**src/rtl/safe.sv**
```systemverilog
// Keypad safe controller: synchronizes a scanned 4x3 keypad, debounces per key,
// collects up to six digits and sequences open/retry/lockout/re-program states.
module safe (
   input  logic       clk,
   input  logic       initialize,
   input  logic       row1,
   input  logic       row2,
   input  logic       row3,
   input  logic       row4,
   input  logic       col1,
   input  logic       col2,
   input  logic       col3,
   input  logic       reset_password,
   output logic [5:0] password_led,
   output logic [2:0] state
);

   // state    | meaning
   // S_OFF    | idle, waiting for '*'
   // S_ON     | entry, three tries left
   // S_WRONG1 | entry, two tries left
   // S_WRONG2 | entry, one try left
   // S_OPEN   | unlocked
   // S_RESET  | entering a new password
   // S_LOCK   | locked out until initialize
   typedef enum logic [2:0] {
      S_OFF    = 3'd0,
      S_ON     = 3'd1,
      S_WRONG1 = 3'd2,
      S_WRONG2 = 3'd3,
      S_OPEN   = 3'd4,
      S_RESET  = 3'd5,
      S_LOCK   = 3'd7
   } state_t;

   state_t      state_q, state_next;
   logic [7:0]  sync1, sync2;
   logic [11:0] flags, flags_next, key_hit;
   logic        rp_prev, rp_edge, key_valid, is_digit, is_star, is_hash;
   logic        match, clear_entry, append, store_pw;
   logic [3:0]  key_code;
   logic [2:0]  count, count_next, pw_len;
   logic [3:0]  entry [0:5];
   logic [3:0]  pw [0:5];
   logic [3:0]  rows;
   logic [2:0]  cols;
   logic        valid;

   function automatic logic [3:0] key_value(input int k);
      case (k)
         9:       key_value = 4'd10;
         10:      key_value = 4'd0;
         11:      key_value = 4'd11;
         default: key_value = 4'(k + 1);
      endcase
   endfunction

   function automatic logic [5:0] thermo(input logic [2:0] n);
      thermo = '0;
      for (int i = 0; i < 6; i++)
         thermo[5-i] = (3'(i) < n);
   endfunction

   assign rows    = sync2[3:0];
   assign cols    = sync2[6:4];
   assign rp_edge = sync2[7] & ~rp_prev;
   assign state   = state_q;

   // Cycles with several rows or several columns high are ghosting; drop them entirely.
   assign valid = ~(|(rows & (rows - 4'd1))) & ~(|(cols & (cols - 3'd1)));

   always_comb begin
      flags_next = flags;
      key_hit    = '0;
      for (int r = 0; r < 4; r++) begin
         for (int c = 0; c < 3; c++) begin
            if (valid && rows[r]) begin
               if (cols[c] && !flags[r*3+c]) begin
                  key_hit[r*3+c]    = 1'b1;
                  flags_next[r*3+c] = 1'b1;
               end else if (!cols[c]) begin
                  flags_next[r*3+c] = 1'b0;
               end
            end
         end
      end
   end

   always_comb begin
      key_code = '0;
      for (int k = 0; k < 12; k++)
         if (key_hit[k]) key_code = key_value(k);
   end

   assign key_valid = |key_hit;
   assign is_digit  = key_valid && (key_code < 4'd10);
   assign is_star   = key_valid && (key_code == 4'd10);
   assign is_hash   = key_valid && (key_code == 4'd11);

   always_comb begin
      match = (count == pw_len);
      for (int i = 0; i < 6; i++)
         if ((3'(i) < count) && (entry[i] != pw[i])) match = 1'b0;
   end

   always_ff @(posedge clk or posedge initialize) begin
      if (initialize) state_q <= S_OFF;
      else            state_q <= state_next;
   end

   always_comb begin
      state_next = state_q;
      case (state_q)
         S_OFF:    if (is_star) state_next = S_ON;
         S_ON:     if (is_hash) state_next = match ? S_OPEN : S_WRONG1;
         S_WRONG1: if (is_hash) state_next = match ? S_OPEN : S_WRONG2;
         S_WRONG2: if (is_hash) state_next = match ? S_OPEN : S_LOCK;
         S_OPEN: begin
            if (rp_edge)      state_next = S_RESET;
            else if (is_star) state_next = S_OFF;
         end
         S_RESET:  if (is_hash && count != 3'd0) state_next = S_ON;
         S_LOCK:   state_next = S_LOCK;
         default:  state_next = S_OFF;
      endcase
   end

   always_comb begin
      clear_entry = is_star || is_hash || (state_next != state_q);
      append      = is_digit && !clear_entry && (count < 3'd6) &&
                    (state_q inside {S_ON, S_WRONG1, S_WRONG2, S_RESET});
      store_pw    = (state_q == S_RESET) && is_hash && (count != 3'd0);
      if (clear_entry) count_next = 3'd0;
      else if (append) count_next = count + 3'd1;
      else             count_next = count;
   end

   always_ff @(posedge clk or posedge initialize) begin
      if (initialize) begin
         sync1        <= '0;
         sync2        <= '0;
         rp_prev      <= 1'b0;
         flags        <= '0;
         count        <= '0;
         password_led <= '0;
         pw_len       <= 3'd4;
         for (int i = 0; i < 6; i++) begin
            entry[i] <= '0;
            pw[i]    <= (i < 4) ? 4'(i + 1) : 4'd0;
         end
      end else begin
         sync1        <= {reset_password, col3, col2, col1, row4, row3, row2, row1};
         sync2        <= sync1;
         rp_prev      <= sync2[7];
         flags        <= flags_next;
         count        <= count_next;
         password_led <= thermo(count_next);
         if (append) entry[count] <= key_code;
         if (store_pw) begin
            pw_len <= count;
            for (int i = 0; i < 6; i++) pw[i] <= entry[i];
         end
      end
   end

endmodule

```
**config.mk**
```make
export PLATFORM = sky130hd
export DESIGN_NAME = safe
export DESIGN_NICKNAME = d
export VERILOG_FILES = /design/src/rtl/safe.sv
export SDC_FILE = /design/constraint.sdc
export NUM_CORES = 1
export LEC_CHECK = 0
export BUFFER_PORTS_ARGS = -buffer_cell sky130_fd_sc_hd__buf_2
export CAP_MARGIN = 20
export CORE_MARGIN = 2
export CORE_UTILIZATION = 67
export CTS_BUF_LIST = sky130_fd_sc_hd__clkbuf_8
export DETAILED_ROUTE_END_ITERATION = 10
export PLACE_DENSITY = 0.89
export SLEW_MARGIN = 25
export SYNTH_ARGS = -nofsm -noshare
export SYNTH_HDL_FRONTEND = slang
export SYNTH_SLANG_ARGS = --single-unit
```
**constraint.sdc**
```tcl
create_clock -name clk -period 6.3 [get_ports clk]
set_clock_uncertainty 0.05 [all_clocks]
set_input_delay 0.315 -clock clk [delete_from_list [all_inputs] [get_ports clk]]
set_output_delay 0.315 -clock clk [all_outputs]
set_load 0.05 [all_outputs]
```
# After elaboration in Yosys (flattened, before gate mapping)
# Index checks and enable logic that the tools add are counted.
[op_classes] add_sub_neg=3 magnitude_cmp=16 eq_ne=28 mux=73 n_bitwise=8 n_reduce_logical=65
[ops] op="4-bit 2-to-1 mux" count=12
[ops] op="1-bit 2-to-1 mux" count=46
[ops] op="3-bit 2-to-1 mux" count=11
[ops] op="1-bit logical AND" count=32
[ops] op="24-bit bitwise mux" count=1
[ops] op="2-bit by 1-bit != test with 1-bit output (second input constant)" count=12
[ops] op="4-bit != test" count=6
[ops] op="2-bit AND reduction" count=12
[ops] op="3-bit case mux with 7 select lines" count=1
[ops] op="1-bit zero test" count=13
[ops] op="4-bit demux with 3-bit select" count=1
[ops] op="1-bit by 3-bit less-than comparator with 1-bit output (first input constant)" count=4
[ops] op="2-bit by 3-bit less-than comparator with 1-bit output (first input constant)" count=4
[ops] op="3-bit less-than comparator (first input constant)" count=4
[ops] op="12-bit OR reduction" count=1
[ops] op="3-bit equality test (second input constant)" count=3
[ops] op="4-bit equality test (second input constant)" count=2
[ops] op="3-bit by 2-bit equality test with 1-bit output (second input constant)" count=2
[ops] op="4-bit AND" count=1
[ops] op="4-bit greater-or-equal comparator (second input constant)" count=1
[ops] op="4-bit by 1-bit less-than comparator with 1-bit output (second input constant)" count=1
[ops] op="4-bit less-than comparator (second input constant)" count=1
[ops] op="3-bit NOT with 4-bit output" count=1
[ops] op="4-bit nonzero test" count=1
[ops] op="16 further kinds" count=20
[totals] register_bits=92 input_bits=10 output_inout_bits=9 word_cells=224

# Depth between registers and ports, before layout
# Gate-level depths: netlist of the first run.
[logic_depth] depth_word=33 ltp_mapped=8 mapped_depth_nobuf=6

# Worst setup path after synthesis of the first run
# Ideal clock, no wire load.
[synth_path] kind="reg-to-reg" startpoint="reg state_q[1], in the netlist state[1]" endpoint="reg entry[0] (netlist name)" setup_ps=125 arrival_time_ps=2152 required_time_ps=6125 setup_slack_ps=3973 path_stages_with_launch=7 n_path_buf=1 synth_period_minus_slack_ps=2327 cell_sequence="dfrtp_1 -> clkbuf_1 -> o21ai_0 -> a21oi_1 -> nand3_2 -> nor4_4 -> mux2_2"
[synth_via] elab_chain_cells=9 elab_cells_between_ends=22 cone_classes="7 x eq/ne; 8 x mux; 7 x reduce/logical"
[synth_lines] item="start, declared" line_no="36" text="state_t state_q, state_next;"
[synth_lines] item="start signal, assigned" line_no="108" text="else state_q <= state_next;"
[synth_lines] item="3-bit 2-to-1 mux" line_no="120" text="else if (is_star) state_next = S_OFF;"
[synth_lines] item="3-bit 2-to-1 mux" line_no="119" text="if (rp_edge) state_next = S_RESET;"
[synth_lines] item="3-bit case mux with 7 select lines" line_no="113" text="case (state_q)"
[synth_lines] item="3-bit != test" line_no="129" text="clear_entry = is_star || is_hash || (state_next != state_q);"
[synth_lines] item="1-bit logical OR" line_no="129"
[synth_lines] item="1-bit zero test" line_no="130" text="append = is_digit && !clear_entry && (count < 3'd6) &&"
[synth_lines] item="1-bit logical AND (2 in series)" line_no="130"
[synth_lines] item="1-bit logical AND (*)" line_no="130"
[synth_lines] item="end signal, assigned by index" line_no="158" text="if (append) entry[count] <= key_code;"
[synth_lines] item="end, declared" line_no="43" text="logic [3:0] entry [0:5];"
# Mark *: on every way between the ends. The rest lies on a longest branch, timed or not.
# A chain may end at the register's enable or synchronous reset.

# Worst setup path after layout of the first run
[layout_path] startpoint="reg sync2[0]" endpoint="reg pw[1] (netlist name)"
[layout_via] elab_chain_cells=23 elab_cells_between_ends=38 cone_classes="1 x add/sub; 1 x eq/ne; 24 x mux; 3 x bitwise; 9 x reduce/logical"
[layout_lines] item="start, declared" line_no="37" text="logic [7:0] sync1, sync2;"
[layout_lines] item="start signal, assigned" line_no="153" text="sync2 <= sync1;"
[layout_lines] item="4-bit by 1-bit subtractor with 4-bit output" line_no="70" text="assign valid = ~(|(rows & (rows - 4'd1))) & ~(|(cols & (cols - 3'd1)));"
[layout_lines] item="4-bit AND" line_no="70"
[layout_lines] item="4-bit OR reduction" line_no="70"
[layout_lines] item="1-bit NOT" line_no="70"
[layout_lines] item="1-bit AND" line_no="70"
[layout_lines] item="1-bit logical AND" line_no="77" text="if (valid && rows[r]) begin"
[layout_lines] item="1-bit 2-to-1 mux" line_no="77"
[layout_lines] item="1-bit 2-to-1 mux" line_no="92" text="if (key_hit[k]) key_code = key_value(k);"
[layout_lines] item="4-bit 2-to-1 mux (11 in series)" line_no="92"
[layout_lines] item="4-bit equality test" line_no="98" text="assign is_hash = key_valid && (key_code == 4'd11);"
[layout_lines] item="1-bit logical AND (*)" line_no="98"
[layout_lines] item="1-bit logical AND (*) (2 in series)" line_no="132" text="store_pw = (state_q == S_RESET) && is_hash && (count != 3'd0);"
[layout_lines] item="end signal, assigned by index" line_no="149" text="pw[i] <= (i < 4) ? 4'(i + 1) : 4'd0;"
[layout_lines] item="end, declared" line_no="44" text="logic [3:0] pw [0:5];"
# Marked as above.

==> results of run 1 <==
[worst max-delay path, stage by stage (launching register included)]
cell	delay, ns
dfrtp_1	0.44
or4b_4	0.57
nor2_2	0.14
nand2_2	0.13
a211oi_4	0.31
nand3_4	0.44
mux2_1	0.49
[placed cells by master (no fill, tap or decap), types with 4 or more instances in the layout]
cell type  Yosys  layout
xnor2_1       24      24
xor2_1         5       5
nand2_1       14      14
nand3_1        6       6
buf_2          1      18
nor3_1         4       4
mux2_2        40      40
o21ai_0       11      10
a21oi_1        4       4
dfstp_2        6       6
nor2b_1        7       7
nor2_1         9       9
dfrtp_1       85      85
mux2_4        20      20
nand3b_1       4       4
inv_1          8      10
clkbuf_8       0       9
nand4_1        5       5
[cell usage after synthesis (all sizes together) (5+ instances only)]
library cell and instances:
buf 5, clkbuf 7, dfrtp 85, dfstp 6
inv 8, mux2 63, nand2 15, nand3 8
nand4 5, nor2 11, nor2b 7, o21ai 11
xnor2 24, xor2 5
[flip-flops by register name, indices dropped and copies added (netlist names)]
name / count
entry: 24
pw: 24
flags: 12
sync1: 8
sync2: 8
password_led: 6
pw_len: 3
state: 3
count: 2
rp_prev: 1
[power groups by stage]
| stage | clock network, mW | registers [mW] | logic [mW] |
|---|---|---|---|
| after floorplan | 0 | 0.788 | 0.298 |
| after global placement | 0 | 0.766 | 0.395 |
| after detailed placement | 0 | 0.774 | 0.411 |
| after CTS | 0.418 | 0.762 | 0.416 |
| after global routing | 0.445 | 0.777 | 0.450 |
| final | 0.415 | 0.764 | 0.420 |
[what timing repair did]
action,CTS,global route
hold buffers,0,1
buffers inserted,0,0
hold endpoints to repair,0,1
[metrics by stage]
stage / setup WS, ns / hold slack, ns / cells / utilization, %
6_report: 3.59 / -0.00915 / 415 / 76.2
5_1_grt: 3.47 / 0.00122 / 415 / 76.2
2_1_floorplan: 3.58 / 0.281 / 315 / -
3_3_place_gp: 3.73 / 0.282 / 397 / 72.0
3_5_place_dp: 3.64 / 0.286 / 398 / 72.5
4_1_cts: 3.59 / 0.00286 / 414 / 76.0
[logic make-up (layout without fill, tap and decap cells)]
group / after synthesis / after routing / share of synthesized area [%]
AO/OA/AOI/OAI: 40 / 40 / 6.84
buffers and inverters: 21 / 46 / 2.36
flip-flops: 91 / 91 / 54.6
AND/OR/NAND/NOR: 66 / 66 / 10.1
multiplexers: 63 / 63 / 18.7
XOR/XNOR: 29 / 29 / 6.07
adder cells (fa/ha/maj): 5 / 5 / 1.31
[worst paths after layout]
kind / to / depth (start not counted)
max: pw[1] / 6
min: sync1[1] / 3
max reg2reg: pw[1] / 6
min reg2reg: sync2[3] / 0
max in group asynchronous: pw[13] / 4
min in group clk: sync1[5] / 1
[area by class of cell]
type	instances	area (um^2)
well taps	75	93.8
fillers	332	1430
inverters	9	35.0
clock buffers	9	124
multi-input cells	203	1800
flip-flops and latches	91	2280
clock inverters	7	86.3
repair buffers	21	135
[layer usage]
layer  GRT usage [%]  vias to the layer above  part of all wire, %
li1                -                     1160                    -
met1            32.8                     1296                   45
met2            38.3                       73                   49
met3            4.37                       23                  3.8
met4            9.99                        0                  2.6
met5               0                        -                    0
==> results.py, run 1 <==
metrics = {
    "placement": {
        "routabilityCongestion": 0.936,
        "dpl.hpwl_mm": 5.14,
        "placed_area_um2": 4340,
        "port_buffers": 18,
    },
    "run_status": {
        "violations": "negative hold slack",
        "status": "complete, but fails checks",
    },
    "final_layout": {
        "area_growth_pct": 8.96,
        "finalInstanceArea_um2": 4560,
        "drive_above_1_share_pct": 32.4,
        "antennaDiodeCount": 0,
        "final_nets": 347,
    },
    "sta": {
        "min_period_over_period_pct": 42.9,
        "slew_viol_final": 0,
        "hold_slack_ns": -0.00915,
        "tns_ns": 0,
        "rsz0062_at_grt": "no",
        "period_needed_ns": 2.71,
        "slew_headroom_pct": 30.2,
        "fmax_mhz": 370,
        "setup_viol": 0,
        "worst_slew_pin_slew_ns": 1.04,
        "hold_viol": 15,
    },
    "logic_synthesis": {
        "netlist_area_um2": 4190,
        "synth_edf_count": 0,
        "ys_async_sr_fraction_pct": 100,
        "synth_cells": 315,
        "synth_top_area_share_pct": 50.8,
        "synth_area_leaders": "dfrtp_1, mux2_2, mux2_4",
        "ys_seq_area_share_pct": 54.6,
        "syn_avg_cell_area_um2": 13.3,
        "netlist-cell-type-count": 55,
        "synth_ff_type": "dfrtp_1",
        "synth-seq-cells": 91,
        "synth_nets": 327,
        "yosys_warnings": 0,
        "yosysTopAreaCell": "dfrtp_1",
    },
    "power": {
        "p_switching_mw": 0.562,
        "switching_share_pct": 35.1,
        "internal-power_mw": 1.04,
        "ir_drop_mv": 0.304,
        "p_total_mw": 1.60,
        "pwr-share-seq_pct": 47.8,
        "power_density_nw_per_um2": 351,
        "power_frac_comb_pct": 26.3,
        "power.leakage_nw": 2.10,
        "p_clk_share_pct": 26.0,
    },
    "clock_tree": {
        "cts_tree": "done",
        "numCtsBuffers": 9,
        "clk_pin_slew_ns": 0.09,
        "clock_latency_ns": 0.35,
        "cts_htree_levels": 3,
        "ctsResizeCount": 0,
        "root_buffer": "clkbuf_8",
        "clockBufferDepth": 2,
        "clkSinkCount": 91,
    },
    "floorplanning": {
        "core_um2": 5990,
        "rows": 28,
        "design.die.area_um2": 6900,
        "die_w_um": 83.1,
        "dieHeight_um": 83.1,
        "num_io_pins": 19,
        "initial_core_util_pct": 69.9,
    },
    "routing": {
        "antenna_left": 0,
        "drt_pre_antenna_iters": 5,
        "wl_mm": 7.72,
        "viasPerCell": 6.15,
        "drt_iter0_markers": 182,
        "wl_per_cell_um": 18.6,
        "vias": 2552,
        "drc": 0,
    },
    "global_route": {
        "grt_max_degree": 58,
        "antenna_found_initial": 0,
        "gr-total-overflow": 0,
        "first_global_vias": 2652,
        "grt_pass1_wl_mm": 13.2,
        "grt_util_all_layers_pct": 24.0,
    },
    "worst_setup_path": {
        "worst-setup-path-type": "register to register",
        "cp.required_ns": 6.48,
        "cp_max_fo": 27,
        "critical_path.startpoint_type": "register",
        "cp.arrival_ns": 2.89,
        "end_kind": "register",
        "rr_startpoint": "sync2[0]",
        "critPathLaunch": "sync2[0]",
        "r2r_setup_slack_ns": 3.59,
    },
    "run": {
        "cap_violations": 0,
    },
    "hold_path": {
        "min_path_type": "input port to asynchronous set/reset pin",
    },
}
(Power assumes the default switching activity.)
==> run 2: changes to the inputs <==
- ABC_AREA: default -> 1
- CORE_UTILIZATION: 67 -> 57
- PLACE_DENSITY: 0.89 -> 0.81
- clock period: 6.3 -> 2.3 ns (I/O delays scaled with it)
==> run 2 against run 1 <==
Net effect: the run now ends clean; synthesized cell count increased by 62%; critical path type unchanged; flip-flop and latch count unchanged; synthesized area increased by 1.8%; cell area increased by 9.4%; count of clock-buffer cells in the layout increased by 1.
==> results.py, run 2 <==
metrics = {
    "final_layout": {
        "drive_above_1_share_pct": 17.9,
        "area_growth_pct": 17.0,
        "final_common_cell": "nand2_1",
        "final_cell_mix": "nand2_1, dfrtp_1, inv_1",
        "final_nets": 570,
        "finalInstanceArea_um2": 4990,
        "antennaDiodeCount": 0,
        "reg_top3": "entry x24, pw x24, flags x12",
    },
    "sta": {
        "rsz0062_at_grt": "yes",
        "period_needed_ns": 2.22,
        "fmax_mhz": 450,
        "min_period_over_period_pct": 96.7,
        "slew_viol_final": 0,
        "slew_headroom_pct": 63.5,
        "tns_ns": 0,
        "hold_viol": 0,
        "worst_slew_pin_slew_ns": 0.546,
        "setup_viol": 0,
    },
    "power": {
        "power.leakage_nw": 2.46,
        "p_total_mw": 4.62,
        "ir_drop_mv": 0.613,
        "power_density_nw_per_um2": 925,
    },
    "routing": {
        "drt_iter0_markers": 220,
        "viasPerCell": 5.13,
        "antenna_left": 0,
        "drc": 0,
        "vias": 3393,
        "wl_mm": 8.49,
        "wl_per_cell_um": 12.8,
        "drt_pre_antenna_iters": 5,
    },
    "global_route": {
        "gr-total-overflow": 0,
        "grt_pass1_wl_mm": 14.4,
        "antenna_found_initial": 0,
        "grt_util_all_layers_pct": 21.6,
        "first_global_vias": 3263,
        "grt_max_degree": 67,
    },
    "clock_tree": {
        "clockBufferDepth": 2,
        "numCtsBuffers": 9,
        "cts_tree": "done",
        "cts_htree_levels": 3,
        "clock_latency_ns": 0.36,
        "clk_pin_slew_ns": 0.08,
        "clkSinkCount": 91,
        "root_buffer": "clkbuf_8",
    },
    "logic_synthesis": {
        "ys_seq_area_share_pct": 53.6,
        "synth_ff_type": "dfrtp_1",
        "synth_nets": 522,
        "yosys_warnings": 0,
        "syn_avg_cell_area_um2": 8.36,
        "yosysTopAreaCell": "dfrtp_1",
        "synthTopCellsByCount": "nand2_1, dfrtp_1, inv_1",
        "synth-seq-cells": 91,
        "synth_edf_count": 0,
        "netlist-cell-type-count": 33,
        "ys_async_sr_fraction_pct": 100,
        "synth_top_area_share_pct": 49.9,
        "yosysMostFrequentCell": "nand2_1",
        "netlist_area_um2": 4260,
        "synth_cells": 510,
        "synth_area_leaders": "dfrtp_1, nand2_1, o21ai_0",
    },
    "floorplanning": {
        "design.die.area_um2": 8190,
        "num_io_pins": 19,
        "dieHeight_um": 90.5,
        "die_w_um": 90.5,
        "initial_core_util_pct": 58.8,
        "rows": 31,
        "core_um2": 7250,
    },
    "worst_setup_path": {
        "r2r_setup_slack_ns": 0.08,
        "critical_path.startpoint_type": "register",
        "cp_max_fo": 8,
        "cp.required_ns": 2.53,
        "cp.arrival_ns": 2.46,
        "end_kind": "register",
        "worst-setup-path-type": "register to register",
    },
    "hold_path": {
        "min_path_type": "input port to asynchronous set/reset pin",
    },
    "run": {
        "cap_violations": 0,
    },
    "run_status": {
        "status": "complete, no violations",
    },
    "placement": {
        "port_buffers": 18,
        "placed_area_um2": 4520,
        "routabilityCongestion": 0.924,
        "dpl.hpwl_mm": 5.61,
    },
}
[run 2: cell types whose count changed in the layout (fill, tap and decap cells not counted), moves of 14 or more]
cell / previous run / this run
mux2_4: 20 / 4
nand2_1: 14 / 155
mux2_2: 40 / 0
inv_1: 10 / 69
o21ai_0: 10 / 59
xnor2_1: 24 / 9
nor2_1: 9 / 41
buf_4: 1 / 15
[run 2: path summary, 6_finish.rpt]
path	depth (start not counted)	end	from
worst max-delay path	11	entry[23]	sync2[6]
worst min-delay path	3	sync2[5]	initialize
min in group clk	0	sync2[4]	sync1[4]
max in group asynchronous	4	pw_len[2]	initialize
worst max register to register	11	entry[23]	sync2[6]
worst min register to register	0	sync2[4]	sync1[4]
[run 2: what timing repair did]
action | CTS | global route
gates resized for setup | 3 | 17
endpoints found under the setup margin | 21 | 56
setup buffers | 0 | 9
endpoints found under the hold margin | 33 | 0
hold buffers | 9 | 0
pin swaps | 0 | 9
[run 2: power by group]
| group | switching (mW) | internal (mW) | total, mW |
|---|---|---|---|
| clock | 0.566 | 0.753 | 1.32 |
| combinational | 0.848 | 0.429 | 1.28 |
| sequential | 0.190 | 1.83 | 2.02 |
[run 2: cell families after synthesis]
group,after synthesis,synth area share (%)
fa+ha+maj,2,0.587
compound gates,78,9.42
mux,4,1.41
flops,91,53.6
xor+xnor,11,2.26
simple gates,244,25.4
buf+inv,80,7.34
[run 2: cell type report]
type,instances,area [um^2]
inverters,73,278
well taps,99,124
clock inverters,6,111
multi-input cells,339,1720
fillers,529,2260
clock buffers,10,138
flip-flops and latches,91,2290
repair buffers,44,333
[run 2: worst max-delay path, cell delays in order (launching register included)]
cell	delay, ns
dfrtp_1	0.41
nand2_1	0.10
a21oi_1	0.21
nor2_2	0.10
nand4_1	0.19
buf_4	0.16
nand2_2	0.07
nor2_2	0.17
nand3_4	0.16
nor3_4	0.31
nand2_1	0.12
o21ai_2	0.08
[run 2: per-stage QoR]
stage	setup slack (ns)	util (%)	std cells	hold WS [ns]
after detailed placement	-0.0345	62.3	628	0.145
after floorplan	0.331	-	510	0.0964
after global placement	0.0587	62.3	628	0.134
after CTS	0.0438	67.1	653	0.305
final	0.0758	68.8	662	0.303
after global routing	-0.123	68.8	662	0.309
[run 2: layer usage]
metal	up-vias	share of wire (%)	global-route usage, %	wire [um]
li1	1681	-	-	-
met5	-	0	0	0
met4	0	1.8	8.46	153
met1	1621	46	29.0	3930
met3	16	3.5	3.76	301
met2	75	48	35.3	4100
